==> src/rtl/inst_fetch_if.sv <==
// Instruction SRAM port between the fetch stage (master) and the synchronous SRAM (slave).
// Read data belongs to the request made at the previous clock edge.
interface inst_fetch_if;
    logic        inst_sram_en;
    logic [3:0]  inst_sram_wen;
    logic [31:0] inst_sram_addr;
    logic [31:0] inst_sram_wdata;
    logic [31:0] inst_sram_rdata;

    modport master (
        output inst_sram_en,
        output inst_sram_wen,
        output inst_sram_addr,
        output inst_sram_wdata,
        input  inst_sram_rdata
    );

    modport slave (
        input  inst_sram_en,
        input  inst_sram_wen,
        input  inst_sram_addr,
        input  inst_sram_wdata,
        output inst_sram_rdata
    );
endinterface

==> src/rtl/inst_fetch.sv <==
// Fetch stage: PC generation with stall-tolerant redirect capture, plus a one-entry
// buffer that keeps the SRAM read data for ID while ID/EX is stalled.
module inst_fetch #(
    parameter logic [31:0] RESET_PC = 32'hBFC0_0000
) (
    input  logic                clk,
    input  logic                rst,
    input  logic [2:0]          stall,
    input  logic [32:0]         br_bus,
    inst_fetch_if.master        sram,
    output logic [32:0]         if_to_id_bus,
    output logic [31:0]         id_inst
);
    localparam logic STOP    = 1'b1;
    localparam logic NO_STOP = 1'b0;

    logic        br_e;
    logic [31:0] br_addr;
    logic [31:0] next_pc;

    logic [31:0] pc_r;
    logic        ce_r;
    logic        br_pend;
    logic [31:0] br_pend_addr;
    logic        ifid_ce;
    logic        hold_v;
    logic [31:0] hold_inst;

    assign br_e    = br_bus[32];
    assign br_addr = br_bus[31:0];

    // A redirect caught during a PC stall outranks whatever decode presents on release.
    always_comb begin
        next_pc = pc_r + 32'd4;
        if (br_pend)
            next_pc = br_pend_addr;
        else if (br_e)
            next_pc = br_addr;
    end

    always_ff @(posedge clk or posedge rst) begin
        if (rst) begin
            pc_r         <= RESET_PC - 32'd4;
            ce_r         <= 1'b0;
            br_pend      <= 1'b0;
            br_pend_addr <= 32'h0;
        end else if (stall[0] == NO_STOP) begin
            pc_r    <= next_pc;
            ce_r    <= 1'b1;
            br_pend <= 1'b0;
        end else if (br_e) begin
            br_pend      <= 1'b1;
            br_pend_addr <= br_addr;
        end
    end

    // Validity of the slot currently sitting in IF/ID; a bubble is inserted when
    // IF/ID holds but ID/EX advances.
    always_ff @(posedge clk or posedge rst) begin
        if (rst)
            ifid_ce <= 1'b0;
        else if (stall[1] == STOP && stall[2] == NO_STOP)
            ifid_ce <= 1'b0;
        else if (stall[1] == NO_STOP)
            ifid_ce <= ce_r;
    end

    // SRAM data is only valid for one cycle, so capture it the first time ID is frozen.
    always_ff @(posedge clk or posedge rst) begin
        if (rst) begin
            hold_v    <= 1'b0;
            hold_inst <= 32'h0;
        end else if (stall[2] == NO_STOP) begin
            hold_v <= 1'b0;
        end else if (!hold_v && ifid_ce) begin
            hold_v    <= 1'b1;
            hold_inst <= sram.inst_sram_rdata;
        end
    end

    assign sram.inst_sram_en    = ce_r;
    assign sram.inst_sram_wen   = 4'b0000;
    assign sram.inst_sram_addr  = pc_r;
    assign sram.inst_sram_wdata = 32'h0;
    assign if_to_id_bus         = {ce_r, pc_r};
    assign id_inst              = hold_v ? hold_inst : sram.inst_sram_rdata;
endmodule

==> src/flat_wrapper.sv <==
// flat-port wrapper written by rule: the top's interface ports become plain ports
module inst_fetch_flat 
#(
    parameter logic [31:0] RESET_PC = 32'hBFC0_0000
)
  (clk, rst, stall, br_bus, if_to_id_bus, id_inst, sram_inst_sram_en, sram_inst_sram_wen, sram_inst_sram_addr, sram_inst_sram_wdata, sram_inst_sram_rdata);
  inst_fetch_if sram_i ();
  input  logic clk;
  input  logic rst;
  input  logic [2:0] stall;
  input  logic [32:0] br_bus;
  output logic [32:0] if_to_id_bus;
  output logic [31:0] id_inst;
  output wire logic [$bits(sram_i.inst_sram_en)-1:0] sram_inst_sram_en;
  output wire logic [$bits(sram_i.inst_sram_wen)-1:0] sram_inst_sram_wen;
  output wire logic [$bits(sram_i.inst_sram_addr)-1:0] sram_inst_sram_addr;
  output wire logic [$bits(sram_i.inst_sram_wdata)-1:0] sram_inst_sram_wdata;
  input wire logic [$bits(sram_i.inst_sram_rdata)-1:0] sram_inst_sram_rdata;
  assign sram_inst_sram_en = sram_i.inst_sram_en;
  assign sram_inst_sram_wen = sram_i.inst_sram_wen;
  assign sram_inst_sram_addr = sram_i.inst_sram_addr;
  assign sram_inst_sram_wdata = sram_i.inst_sram_wdata;
  assign sram_i.inst_sram_rdata = sram_inst_sram_rdata;
  inst_fetch #(.RESET_PC(RESET_PC)) u_core (.clk(clk), .rst(rst), .stall(stall), .br_bus(br_bus), .sram(sram_i), .if_to_id_bus(if_to_id_bus), .id_inst(id_inst));
endmodule
==> config.mk <==
export PLATFORM = sky130hd
export DESIGN_NAME = inst_fetch_flat
export DESIGN_NICKNAME = d
export VERILOG_FILES = /design/src/rtl/inst_fetch_if.sv /design/src/rtl/inst_fetch.sv /design/src/flat_wrapper.sv
export SDC_FILE = /design/constraint.sdc
export NUM_CORES = 1
export LEC_CHECK = 0
export ABC_CLOCK_PERIOD_IN_PS = 4200
export CAP_MARGIN = 25
export CORE_MARGIN = 2
export CORE_UTILIZATION = 40
export DETAILED_ROUTE_END_ITERATION = 10
export MAX_ROUTING_LAYER = met4
export PLACE_DENSITY = 0.75
export REMOVE_ABC_BUFFERS = 1
export SETUP_SLACK_MARGIN = 0.05
export SYNTH_ARGS = -nofsm -noshare
export SYNTH_HDL_FRONTEND = slang
export SYNTH_SLANG_ARGS = --single-unit
==> constraint.sdc <==
create_clock -name clk -period 4.2 [get_ports clk]
set_input_delay 0.84 -clock clk [delete_from_list [all_inputs] [get_ports clk]]
set_output_delay 0.84 -clock clk [all_outputs]
set_load 0.02 [all_outputs]
# == Word-level counts from Yosys, hierarchy flattened ==
# Index checks and enable logic that the tools add are counted.
# totals
reg_bits,100
inputBits,70
wordCells,26
# classes
addsub,1
eq_ne,3
mux,9
n_bitwise,1
reduce_logical,5
# ops
operator,n
2-to-1 mux 32 bit,3
adder 32 x 3 -> 32 bit (second input constant),1
2-to-1 mux 1 bit,6
inequality test 2 x 1 -> 1 bit (second input constant),3
AND reduction 2 bit,2
logical AND 1 bit,2
zero test 1 bit,1
inverter 1 bit,1

# == Longest topological paths before layout ==
# depth
ltp_word,4
ltp_mapped,8

# == Worst setup path after synthesis ==
# OpenSTA, ideal clock, no wires.
# synth_path
path_kind,register to output
startpoint,register u_core.hold_v
endpoint,output port id_inst[10]
arrival_time_ns,1.296
required_time_ns,3.360
path_slack_ns,2.064
stages_incl_launch_ff,4
path_buffers,2
cell_sequence,dfrtp_1 clkbuf_1 clkbuf_1 mux2_2
# synth_between
elab_chain_cells,1
# synth_rtl
element,line_no,source
"start, declared",inst_fetch.sv:26,logic hold_v;
"start signal, assigned",inst_fetch.sv:71,hold_v <= 1'b0;
"start signal, assigned",inst_fetch.sv:74,hold_v <= 1'b0;
"start signal, assigned",inst_fetch.sv:76,hold_v <= 1'b1;
2-to-1 mux 32 bit,inst_fetch.sv:86,assign id_inst = hold_v ? hold_inst : sram.inst_sram_rdata;
"end, declared",flat_wrapper.sv:13,output logic [31:0] id_inst;
# Every way passes these cells.

# == Worst setup path in the final report ==
# layout_path
startpoint,input port sram_inst_sram_rdata[3]
endpoint,output port id_inst[3]
# layout_between
elab_chain_cells,1
# layout_rtl
element,line_no,source
"start, declared",flat_wrapper.sv:18,input wire logic [$bits(sram_i.inst_sram_rdata)-1:0] sram_inst_sram_rdata;
2-to-1 mux 32 bit,inst_fetch.sv:86,
# Every way passes these cells.

==> flow_metrics.tcl <==
set metrics [dict create \
    outcome "complete, no violations" \
    peakVddDrop_mv 0.208 \
    skew_ns 0.00477 \
    startpoint "sram_inst_sram_rdata[3]" \
    grt_overflow 0 \
    met1_length_um 6390 \
    path_clk_slew_ns 0.07 \
    place_hpwl_um 9930 \
    floorplan.rows 44 \
    route.met3.wl_um 663 \
    antenna_found_initial 0 \
    met2WireLength_um 7120 \
    areaGrowthSynthToFinish_pct 30.4 \
    worst_pin_slew_ns 0.844 \
    synth_top_flop_cell "dfrtp_1" \
    period_share 0.698 \
    end_kind "output port" \
    cts_resized 0 \
    cap_viol_max_count 0 \
    via_per_inst 5.27 \
    slew_violations 0 \
    vias 4605 \
    path_class "in2out" \
    fin_setup_tns_ns 0 \
    routed_wl_um 14300 \
    synthDistinctLibCells 53 \
    r2r-end "u_core.sram.inst_sram_addr[28]" \
    top_layer "met4" \
    die_x_um 125 \
    syn_avg_cell_area_um2 10.3 \
    power_density_nw_per_um2 424 \
    layout_commonest_cell "clkdlybuf4s50_1" \
    rrSetupSlack_ns 1.74 \
    fmax_ghz 0.341 \
    ant_nets 0 \
    drt_pre_antenna_iters 5 \
    synth_area_leaders "dfrtp_1, mux2_2, dfstp_2" \
    multiInputGateArea_um2 2760 \
    placed_cells 857 \
    regToRegStartpoint "u_core.sram.inst_sram_addr[3]" \
    final_cell_count_no_fill 874 \
    die_h_um 125 \
    holdBufCountCts 0 \
    cp.required_ns 3.36 \
    swShare 0.320 \
    min_path_cells 2 \
    netlist_area_um2 5870 \
    antenna_cells 0 \
    ys_warn_count 0 \
    grt_usage 0.188 \
    p_seq_frac 0.408 \
    synth_seq_cells 100 \
    fillers 1271 \
    rsz0062_at_grt "no" \
    cts_buffers 9 \
    dieArea_um2 15700 \
    cts_root_buf "clkbuf_16" \
    grt_pass1_vias 4573 \
    synth_top_area_cell "dfrtp_1" \
    grt_max_degree 67 \
    path_max_fanout 2 \
    drtIter0Drc 243 \
    relSlewSlack 0.437 \
    synth_top_area_share 0.307 \
    clkLatencyLatePin_ns 0.35 \
    switchingPower_uw 1040 \
    h-tree-depth 3 \
    hold_viol 0 \
    cellLeakagePower_uw 0.00307 \
    synth-edff-count 0 \
    routabilityCongestion 0.799 \
    grt_pass1_wl_um 23400 \
    power_frac_clock 0.281 \
    p_comb_frac 0.311 \
    holdWs_ns 0.486 \
    cts_setup_buffers 0 \
    wire_per_inst_um 16.4 \
    initial_core_util 0.407 \
    r2r_cells 6 \
    seqCellArea_um2 2540 \
    cp.arrival_ns 2.09 \
    final_nets 756 \
    core-area_um2 14400 \
    ios 204 \
    fin_crit_ns 2.93 \
    seq_area_frac_synth 0.432 \
    p_int_uw 2210 \
    syn_inst 568 \
    cts_tree "done" \
    final_cell_mix "clkdlybuf4s50_1, mux2_2, dfrtp_1" \
    clockBufferDepth 2 \
    endpoint "id_inst[3]" \
    placed_area_um2 7310 \
    drc_errors 0 \
    min_path_type "reg2reg" \
    portBuffers 167 \
    numClockSinks 100 \
    final_area_um2 7660 \
    setup_viol 0 \
    synthArstFlopShare 1.00 \
    startpoint_type "input pin" \
    drive_gt1_frac 0.232 \
]
-- through the flow --
step / total power [uW] / util / worst slack (ns)
floorplan: 1860 / - / 0.788
global placement: 2310 / 0.507 / 1.27
detailed placement: 2350 / 0.507 / 1.27
CTS: 3280 / 0.529 / 1.27
global route: 3400 / 0.531 / 1.24
finish: 3250 / 0.531 / 1.27
-- how the worst min path moves through the flow --
stage,start,to,slack (ns)
after global routing,u_core.br_pend_addr[24],u_core.br_pend_addr[24],0.52
after CTS,u_core.br_pend_addr[14],u_core.br_pend_addr[14],0.49
after floorplan,u_core.br_pend_addr[14],u_core.br_pend_addr[14],0.45
after global placement,u_core.br_pend_addr[14],u_core.br_pend_addr[14],0.47
final,u_core.br_pend_addr[14],u_core.br_pend_addr[14],0.49
after detailed placement,u_core.br_pend_addr[14],u_core.br_pend_addr[14],0.47
-- state kept, by name (all words and copies together) (netlist names) --
name	cells
u_core.br_pend	1
u_core.sram.inst_sram_en	1
u_core.hold_inst	32
u_core.ifid_ce	1
u_core.sram.inst_sram_addr	32
u_core.hold_v	1
u_core.br_pend_addr	32
-- synth_stat cells (4+ instances only) --
cell and count:
a211oi_1 4, nand4_1 4, buf_1 9, buf_4 70, nor2b_1 4, xor2_1 7
nor2_1 26, nand2_1 42, a22oi_1 4, dfrtp_1 72, o211ai_1 4, a221oi_1 4
o21ai_0 28, o21a_1 4, inv_1 14, clkbuf_1 24, o221ai_1 8, nand2b_1 4
and3_1 9, a21oi_1 32, dfstp_2 28, nor3_1 7, xnor2_1 7, mux2_2 93
nand3_1 16
-- power by group through the flow --
stage | Combinational [uW] | Sequential, uW | Clock, uW
floorplan | 417 | 1450 | 0
global placement | 980 | 1330 | 0
detailed placement | 1000 | 1350 | 0
CTS | 1010 | 1330 | 939
global route | 1080 | 1350 | 974
finish | 1010 | 1320 | 913
-- worst max-delay path: stages --
cell and delay [ns]:
clkdlybuf4s50_1 0.43, mux2_2 0.28, clkdlybuf4s50_1 0.55
-- metal layers --
layer  track usage  up-vias
met3        0.0252       11
met5             -        -
met1         0.245     2293
met2         0.303      159
li1              -     2142
met4        0.0654        0
-- cell families after synthesis --
family                   after synthesis  synth area share
adder cells (fa/ha/maj)                1           0.00213
other                                  1          0.000638
buffers and inverters                118             0.120
AND/OR/NAND/NOR                      133             0.126
AO/OA/AOI/OAI                        105             0.115
XOR/XNOR                              14            0.0209
flip-flops                           100             0.432
multiplexers                          96             0.183
-- area by class of cell --
cell class,instances,share of cell area
Multi-Input combinational cell,385,0.361
Clock inverter,7,0.0131
Tap cell,184,0.0301
Inverter,14,0.00719
Sequential cell,100,0.332
Clock buffer,9,0.0294
Timing Repair Buffer,175,0.228
Power figures use the tool's default switching activity.
